File: src/rtl/em_pipe_reg.sv
// E-to-M pipeline register: captures execute-stage results each cycle, with stall (hold) and flush (bubble).
// Optional EM_BUBBLE_CNT_EN adds a saturating count of flush edges on port bubble_cnt.
module em_pipe_reg #(
    parameter logic [31:0] RESET_PC  = 32'h0000_3000,
    parameter logic [31:0] NOP_INSTR = 32'h0000_0000
) (
    input  logic        clk,
    input  logic        reset,
    input  logic        stall,
    input  logic        flush,
    input  logic [31:0] E_instr,
    input  logic [31:0] E_PC,
    input  logic [31:0] E_ALUout,
    input  logic [31:0] E_RD2,
    input  logic [4:0]  E_A3,
    input  logic [1:0]  E_Tnew,
    input  logic        E_link,
    output logic [31:0] M_instr,
    output logic [31:0] M_PC,
    output logic [31:0] M_ALUout,
    output logic [31:0] M_RD2,
    output logic [4:0]  M_A3,
    output logic [31:0] M_fwd,
    output logic [1:0]  M_Tnew_r,
    output logic        M_valid
`ifdef EM_BUBBLE_CNT_EN
    ,
    output logic [31:0] bubble_cnt
`endif
);

    logic [31:0] instr_q, instr_d;
    logic [31:0] pc_q, pc_d;
    logic [31:0] alu_q, alu_d;
    logic [31:0] rd2_q, rd2_d;
    logic [4:0]  a3_q, a3_d;
    logic [31:0] fwd_q, fwd_d;
    logic [1:0]  tnew_q, tnew_d;
    logic        valid_q, valid_d;

    always_comb begin
        instr_d = instr_q;
        pc_d    = pc_q;
        alu_d   = alu_q;
        rd2_d   = rd2_q;
        a3_d    = a3_q;
        fwd_d   = fwd_q;
        tnew_d  = tnew_q;
        valid_d = valid_q;
        if (flush) begin
            // The PC still advances on a bubble so traces show where it came from.
            instr_d = NOP_INSTR;
            pc_d    = E_PC;
            alu_d   = 32'd0;
            rd2_d   = 32'd0;
            a3_d    = 5'd0;
            fwd_d   = 32'd0;
            tnew_d  = 2'd0;
            valid_d = 1'b0;
        end else if (!stall) begin
            instr_d = E_instr;
            pc_d    = E_PC;
            alu_d   = E_ALUout;
            rd2_d   = E_RD2;
            a3_d    = E_A3;
            fwd_d   = E_link ? (E_PC + 32'd8) : E_ALUout;
            tnew_d  = (E_Tnew == 2'd0) ? 2'd0 : (E_Tnew - 2'd1);
            valid_d = 1'b1;
        end
    end

    always_ff @(posedge clk or negedge reset) begin
        if (!reset) begin
            instr_q <= NOP_INSTR;
            pc_q    <= RESET_PC;
            alu_q   <= 32'd0;
            rd2_q   <= 32'd0;
            a3_q    <= 5'd0;
            fwd_q   <= 32'd0;
            tnew_q  <= 2'd0;
            valid_q <= 1'b0;
        end else begin
            instr_q <= instr_d;
            pc_q    <= pc_d;
            alu_q   <= alu_d;
            rd2_q   <= rd2_d;
            a3_q    <= a3_d;
            fwd_q   <= fwd_d;
            tnew_q  <= tnew_d;
            valid_q <= valid_d;
        end
    end

    assign M_instr  = instr_q;
    assign M_PC     = pc_q;
    assign M_ALUout = alu_q;
    assign M_RD2    = rd2_q;
    assign M_A3     = a3_q;
    assign M_fwd    = fwd_q;
    assign M_Tnew_r = tnew_q;
    assign M_valid  = valid_q;

`ifdef EM_BUBBLE_CNT_EN
    logic [31:0] cnt_q, cnt_d;

    // Counts every flush edge, stalled or not, and sticks at all-ones.
    always_comb begin
        cnt_d = cnt_q;
        if (flush && (cnt_q != 32'hFFFF_FFFF)) begin
            cnt_d = cnt_q + 32'd1;
        end
    end

    always_ff @(posedge clk or negedge reset) begin
        if (!reset) begin
            cnt_q <= 32'd0;
        end else begin
            cnt_q <= cnt_d;
        end
    end

    assign bubble_cnt = cnt_q;
`endif

endmodule

File: config.mk
export PLATFORM = sky130hd
export DESIGN_NAME = em_pipe_reg
export DESIGN_NICKNAME = d
export VERILOG_FILES = /design/src/rtl/em_pipe_reg.sv
export SDC_FILE = /design/constraint.sdc
export NUM_CORES = 1
export LEC_CHECK = 0
export CAP_MARGIN = 0
export CORE_MARGIN = 2
export CORE_UTILIZATION = 43
export CTS_CLUSTER_DIAMETER = 80
export CTS_CLUSTER_SIZE = 8
export DETAILED_ROUTE_END_ITERATION = 8
export GPL_TIMING_DRIVEN = 0
export PLACE_DENSITY = 0.85
export SLEW_MARGIN = 30
export SYNTH_ARGS = -nofsm -noshare
export SYNTH_HDL_FRONTEND = slang
export SYNTH_SLANG_ARGS = --single-unit
File: constraint.sdc
create_clock -name clk -period 1 [get_ports clk]
set_input_delay 0.2 -clock clk [delete_from_list [all_inputs] [get_ports clk]]
set_output_delay 0.2 -clock clk [all_outputs]
set_load 0.05 [all_outputs]
==> results of run 1 <==
[cell type report]
cell class	count	area, um^2	share of cell area
clock inverters	15	140.1	0.01066
repair buffers	437	4395	0.3342
well taps	220	275.3	0.02093
multi-input cells	420	3268	0.2485
plain buffers	42	412.9	0.03140
clock buffers	17	425.4	0.03235
flip-flops and latches	168	4207	0.3199
inverters	6	27.53	0.002093
[power by group through the flow]
stage	Clock, mW	Sequential (mW)	Combinational (mW)
3_3_place_gp	0	7.58	4.59
3_5_place_dp	0	7.59	4.66
4_1_cts	6.46	7.56	5.02
5_1_grt	6.81	7.61	5.59
2_1_floorplan	0	9.12	1.10
6_report	6.41	7.59	5.37
[Yosys cell counts, types with 2 or more instances]
master | number | area [um^2]
sky130_fd_sc_hd__a211o_1 | 2 | 17.52
sky130_fd_sc_hd__a211oi_1 | 3 | 22.52
sky130_fd_sc_hd__a21oi_1 | 21 | 105.1
sky130_fd_sc_hd__a22oi_1 | 12 | 90.09
sky130_fd_sc_hd__a311oi_1 | 2 | 17.52
sky130_fd_sc_hd__and3_1 | 4 | 25.02
sky130_fd_sc_hd__and4_1 | 5 | 43.79
sky130_fd_sc_hd__buf_1 | 2 | 7.510
sky130_fd_sc_hd__buf_2 | 15 | 75.07
sky130_fd_sc_hd__buf_4 | 2 | 15.01
sky130_fd_sc_hd__clkbuf_1 | 25 | 93.84
sky130_fd_sc_hd__dfrtp_1 | 166 | 4154
sky130_fd_sc_hd__dfstp_2 | 2 | 52.55
sky130_fd_sc_hd__inv_1 | 6 | 22.52
sky130_fd_sc_hd__mux2_2 | 29 | 326.6
sky130_fd_sc_hd__mux2i_1 | 106 | 1061
sky130_fd_sc_hd__nand2_1 | 14 | 52.55
sky130_fd_sc_hd__nand3_1 | 10 | 50.05
sky130_fd_sc_hd__nand4_1 | 8 | 50.05
sky130_fd_sc_hd__nor2_1 | 130 | 488.0
sky130_fd_sc_hd__nor3_1 | 8 | 40.04
sky130_fd_sc_hd__nor3b_1 | 5 | 37.54
sky130_fd_sc_hd__o21ai_0 | 11 | 55.05
sky130_fd_sc_hd__o21ai_1 | 12 | 60.06
sky130_fd_sc_hd__o22ai_1 | 4 | 25.02
sky130_fd_sc_hd__or3_1 | 3 | 18.77
sky130_fd_sc_hd__xnor2_1 | 14 | 122.6
sky130_fd_sc_hd__xor2_1 | 12 | 105.1
[final timing paths]
path | endpoint | cells past startpoint | start
max in group asynchronous | M_fwd[31] | 2 | reset
max | M_PC[12] | 1 | M_PC[12]
min in group clk | M_PC[4] | 2 | E_PC[4]
max reg2reg | M_PC[27] | 3 | M_PC[27]
min | M_ALUout[25] | 1 | reset
min reg2reg | M_PC[28] | 1 | M_PC[28]
[layer usage]
layer | track usage | wire (um) | share of wire
met5 | 0 | 0 | 0
met4 | 0.1433 | 1622 | 0.057
met3 | 0.06878 | 1837 | 0.065
met2 | 0.4875 | 13980 | 0.49
met1 | 0.3499 | 10970 | 0.39
[cells in the final DEF, fill, tap and decap left out, types with 5 or more instances in the layout]
master                            Yosys  routed
sky130_fd_sc_hd__o21ai_0             11       9
sky130_fd_sc_hd__dfrtp_1            166     166
sky130_fd_sc_hd__clkbuf_16            0      19
sky130_fd_sc_hd__clkdlybuf4s50_1      0     107
sky130_fd_sc_hd__buf_8                0      25
sky130_fd_sc_hd__mux2i_1            106     105
sky130_fd_sc_hd__clkbuf_2             0      13
sky130_fd_sc_hd__nor3_4               0       7
sky130_fd_sc_hd__inv_6                0       6
sky130_fd_sc_hd__nand3_1             10       5
sky130_fd_sc_hd__o21ai_1             12      14
sky130_fd_sc_hd__a21oi_1             21      18
sky130_fd_sc_hd__xor2_1              12      10
sky130_fd_sc_hd__nand4_1              8       8
sky130_fd_sc_hd__mux2_4               0      29
sky130_fd_sc_hd__buf_4                2     118
sky130_fd_sc_hd__xnor2_1             14      10
sky130_fd_sc_hd__a22oi_1             12      11
sky130_fd_sc_hd__buf_6                0     191
sky130_fd_sc_hd__clkbuf_4             0       5
sky130_fd_sc_hd__nand2_1             14      12
sky130_fd_sc_hd__nor2_1             130     126
[state kept, by name, summed over array words and instances (netlist names)]
register / flops
M_A3: 5
M_valid: 1
M_RD2: 32
M_instr: 32
M_fwd: 32
M_Tnew_r: 2
M_ALUout: 32
M_PC: 32
[metrics by stage]
stage	total power, mW	utilization	setup TNS (ns)
2_1_floorplan	10.22	-	-8.837
3_3_place_gp	12.17	0.6661	-1312.20
3_5_place_dp	12.25	0.6681	-123.10
4_1_cts	19.04	0.7518	-32.49
5_1_grt	20.02	0.7930	-37.32
6_report	19.37	0.7930	-32.28
[repair_timing]
item | 4_1_cts | 5_1_grt
pin swaps | 22 | 36
buffers inserted | 61 | 69
endpoints found under the hold margin | 82 | 81
gates cloned | 1 | 0
resized for setup | 1347 | 53
endpoints found under the setup margin | 200 | 194
[kinds of logic (layout without fill, tap and decap cells)]
logic type | after synthesis | in the layout
adders and majority gates | 1 | 1
xor gates and xnor gates | 26 | 26
buffers and inverters | 50 | 517
DFF | 168 | 168
muxes | 135 | 135
AOI/OAI and AO/OA | 69 | 69
and+or+nand+nor | 189 | 189
==> results.txt, run 1 <==
library cell used as clock root buffer - sky130_fd_sc_hd__clkbuf_16
largest clock skew in the final design - 0 ns
average cell area after synthesis - 11.42 um^2
net count of the mapped netlist - 779
number of global-route vias before repair - 6912
placed cell area - 11080 um^2
final standard cell count with taps included and fillers excluded - 1325
endpoints failing hold - 81
violated checks - negative hold slack, negative setup slack
Syn Inst Count - 638
Longest Clk Path Bufs - 2
final estimated routing congestion in global placement - 0.8261
initial antenna violation count - 0
multiplexer share of the synthesized area - 0.1905
Post-DRT Antenna Nets - 0
result of the run - finished with violations
number of top-level pins - 308
count of different cell masters after synthesis - 33
clock-pin transition on the worst setup and hold timing paths - 0.07 ns
compound-gate portion of the synthesized area - 0.05635
highest-delay cell along the critical path - sky130_fd_sc_hd__dfstp_2
area added between synthesis and finish - 80.57%
xor and xnor fraction of the mapped netlist area - 0.03127
worst vdd ir - 1.129 mV
part of the Yosys area used for sequential elements - 0.5776
ratio of routed vias to standard cells - 5.364
main flop type after synthesis - sky130_fd_sc_hd__dfrtp_1
DR iter-0 viols - 399
crit path max fanout - 2
sequential fraction of design power - 0.392
yosys synthesis warning count - 0
Static Leak - 6.501 nW
total overflow reported by the global router - 0
path category of the worst min-delay check - input port to asynchronous set/reset pin
nature of the critical path endpoint - output port
hold_ws - -0.2426 ns
Die Wd - 134.1 um
initial cell density of the core - 0.4392
Cell Pwr Density - 1473 nW/um^2
H-tree levels - 4
pre-CTS setup slack - -1.182 ns
crit path launch type - register
number of inserted filler cells in the final layout - 949
CP Buf/Inv Count - 1
share of layout cells above drive strength 1 - 0.4271
combinational power share - 0.277
DPL Wire Length - 17650 um
wire length reported by the detailed router - 28410 um
Maximum Capacitance Violations - 0
CTS Hold Buffers Added - 1
Pre-antenna DRT Iters - 5
TritonCTS clock tree - yes
part of the total power dissipated in the clock network - 0.331
Total Nets Final - 1233
final worst slack - -0.3361 ns
Die Outline Area - 17990 um^2
fin area - 13150 um^2
Worst Tran Pin Value - 0.6813 ns
headroom to the max-slew limit - 0.5458
minimum clock period - 1.336 ns
cell chain of the critical path - buf_8
source-to-sink clock delay at the later pin of the worst-skew pair - 0.42 ns
simple-gate area share of the yosys netlist - 0.1132
R2R setup slack - -0.05 ns
cell count after placement - 1164
Inserted Clock Buffers - 17
via count - 7107
number of failing setup endpoints in the final timing report - 188
RSZ-0062 raised after global routing - true
placeable core region - 16580 um^2
DRC viols - 0
Highest Clock Rate - 0.7485 GHz
gate family responsible for the most delay along the worst path - flip-flops
final worst-path cycle share - 1.336
fraction of registers with async set or reset after synthesis - 1.000
first-pass GRT wire length - 39530 um
Setup CP Type - register to output port
pins over their slew limit - 0
number of synthesized flops with an enable pin - 0
combinational family with the most area after synthesis - multiplexers
worst stage delay on the critical path - 0.56 ns
Die Ht - 134.1 um
required time reported for the critical path endpoint - 0.80 ns
adder-cell area share of the yosys netlist - 0.001718
Cell Int Power - 13.07 mW
total of flip-flops plus latches after synthesis - 168
Total Routing Usage GR - 0.2895
net switching component of the power - 6.302 mW
port bufs - 305
std cell rows - 47
WL/cell - 21.44 um
Worst Path Arrival - 1.14 ns
maximum number of pins on one net before global-route repair - 86
Clock Sinks - 168
antenna cell count - 0
Net Sw Frac - 0.3253
synthesized area - 7283 um^2
(Power assumes the default switching activity.)
==> run 2, diff against run 1 <==
- CORE_MARGIN: 2 -> unset
- GPL_ROUTABILITY_DRIVEN: unset -> 0
==> run 2 against run 1 <==
Effect of this change: register-to-register slack is essentially flat; final area grew 0.58%; sequential power is essentially flat; non-clock buffer count grew 5; via count shrank 0.91%; global-route usage grew 0.35 points; critical endpoint unchanged; routed wire length is essentially flat; sequential share of layout area shrank 0.18 points; largest power group unchanged; the run still ends with negative hold slack, negative setup slack left; fmax shrank 0.18%; critical path depth is the same; critical path type unchanged.
==> results.txt, run 2 (synthesized netlist as in run 1, its figures left out) <==
result of the run - finished with violations
violated checks - negative hold slack, negative setup slack
path category of the worst min-delay check - input port to asynchronous set/reset pin
Clock Sinks - 168
antenna cell count - 0
Net Sw Frac - 0.3087
via count - 7042
Total Routing Usage GR - 0.2930
Die Ht - 132.1 um
source-to-sink clock delay at the later pin of the worst-skew pair - 0.41 ns
Longest Clk Path Bufs - 2
area added between synthesis and finish - 81.62%
met1 wire length - 10760 um
hold_ws - -0.2452 ns
combinational power share - 0.272
Highest Clock Rate - 0.7471 GHz
initial antenna violation count - 0
Total Power - 19.93 mW
Maximum Capacitance Violations - 0
TritonCTS clock tree - yes
initial cell density of the core - 0.4392
required time reported for the critical path endpoint - 0.80 ns
share of layout cells above drive strength 1 - 0.4279
Die Wd - 132.1 um
R2R setup slack - -0.05 ns
Pre-antenna DRT Iters - 5
RR Startpoint - M_PC[1]
Inserted Clock Buffers - 17
Worst Tran Pin Value - 0.6497 ns
H-tree levels - 4
Total Nets Final - 1238
Worst R2R End - M_PC[1]
placeable core region - 16580 um^2
net switching component of the power - 6.151 mW
sequential fraction of design power - 0.381
highest-delay cell along the critical path - sky130_fd_sc_hd__dfstp_2
Static Leak - 6.556 nW
pins over their slew limit - 0
logic depth of the worst setup path including buffers - 1
final worst-path cycle share - 1.339
largest clock skew in the final design - 0 ns
R2R cell count - 3
final standard cell count with taps included and fillers excluded - 1330
most common cell after layout, fill and taps aside - sky130_fd_sc_hd__buf_6
RSZ-0062 raised after global routing - true
Post-DRT Antenna Nets - 0
Routed met2 length - 14690 um
DRC viols - 0
first-pass GRT wire length - 38960 um
part of the total power dissipated in the clock network - 0.347
pre-CTS setup slack - -1.176 ns
cell chain of the critical path - buf_8
cell count after placement - 1164
most frequent cells in the layout - sky130_fd_sc_hd__buf_6, sky130_fd_sc_hd__dfrtp_1, sky130_fd_sc_hd__buf_4, sky130_fd_sc_hd__nor2_1, sky130_fd_sc_hd__clkdlybuf4s50_1
number of global-route vias before repair - 6935
std cell rows - 47
worst vdd ir - 1.327 mV
endpoints failing hold - 81
CP Buf/Inv Count - 1
final worst slack - -0.3385 ns
crit path launch type - register
number of failing setup endpoints in the final timing report - 187
total overflow reported by the global router - 0
placed cell area - 11080 um^2
port bufs - 305
fin area - 13230 um^2
ratio of routed vias to standard cells - 5.295
gate family responsible for the most delay along the worst path - flip-flops
library cell used as clock root buffer - sky130_fd_sc_hd__clkbuf_16
headroom to the max-slew limit - 0.5669
WL/cell - 21.38 um
DPL Wire Length - 17080 um
nature of the critical path endpoint - output port
CTS Hold Buffers Added - 1
Cell Pwr Density - 1506 nW/um^2
highest metal layer with signal wires - met4
worst stage delay on the critical path - 0.56 ns
Worst Path Arrival - 1.14 ns
wire length reported by the detailed router - 28430 um
wire length on met3 - 1642 um
Die Outline Area - 17460 um^2
clock-pin transition on the worst setup and hold timing paths - 0.07 ns
maximum number of pins on one net before global-route repair - 88
DR iter-0 viols - 338
Cell Int Power - 13.77 mW
Setup CP Type - register to output port
number of top-level pins - 308
minimum clock period - 1.339 ns
crit path max fanout - 2
==> run 2: power groups by stage <==
stage	registers, mW	logic, mW	clock network (mW)
2_1_floorplan	9.12	1.10	0
3_3_place_gp	7.57	4.58	0
3_5_place_dp	7.59	4.64	0
4_1_cts	7.55	5.02	6.96
5_1_grt	7.61	5.64	7.27
6_report	7.58	5.42	6.92
==> run 2: layout make-up <==
cell class	instances	area (um^2)
Buffer	41	399.1
Sequential cell	168	4207
Multi-Input combinational cell	420	3286
Inverter	6	27.53
Timing Repair Buffer	443	4415
Clock inverter	10	143.9
Clock buffer	22	474.2
Tap cell	220	275.3
Fill cell	977	3356
==> run 2: what timing repair did <==
item,4_1_cts,5_1_grt
setup endpoints to repair,200,194
pin swaps,26,38
hold endpoints to repair,82,81
resized for setup,1340,55
cloned,1,0
buffers inserted,64,72
==> run 2: metal layers <==
layer / GRT usage / vias up
li1: - / 3135
met1: 0.3508 / 3491
met2: 0.5126 / 323
met3: 0.05844 / 93
met4: 0.1260 / 0
met5: 0 / -
==> run 2: worst max-delay path by stage <==
stage | from | to | slack (ns)
after floorplan | E_PC[3] | M_fwd[31] | -0.35
after global placement | reset | M_instr[10] | -7.15
after detailed placement | E_PC[3] | M_fwd[31] | -1.18
after CTS | M_PC[12] | M_PC[12] | -0.33
after global routing | M_PC[12] | M_PC[12] | -0.36
final | M_PC[12] | M_PC[12] | -0.34
==> run 2: stage by stage <==
step	TNS [ns]	util
after global placement	-1307.39	0.6661
after floorplan	-8.837	-
final	-30.76	0.7976
after detailed placement	-122.77	0.6681
after CTS	-31.63	0.7557
after global routing	-35.51	0.7976
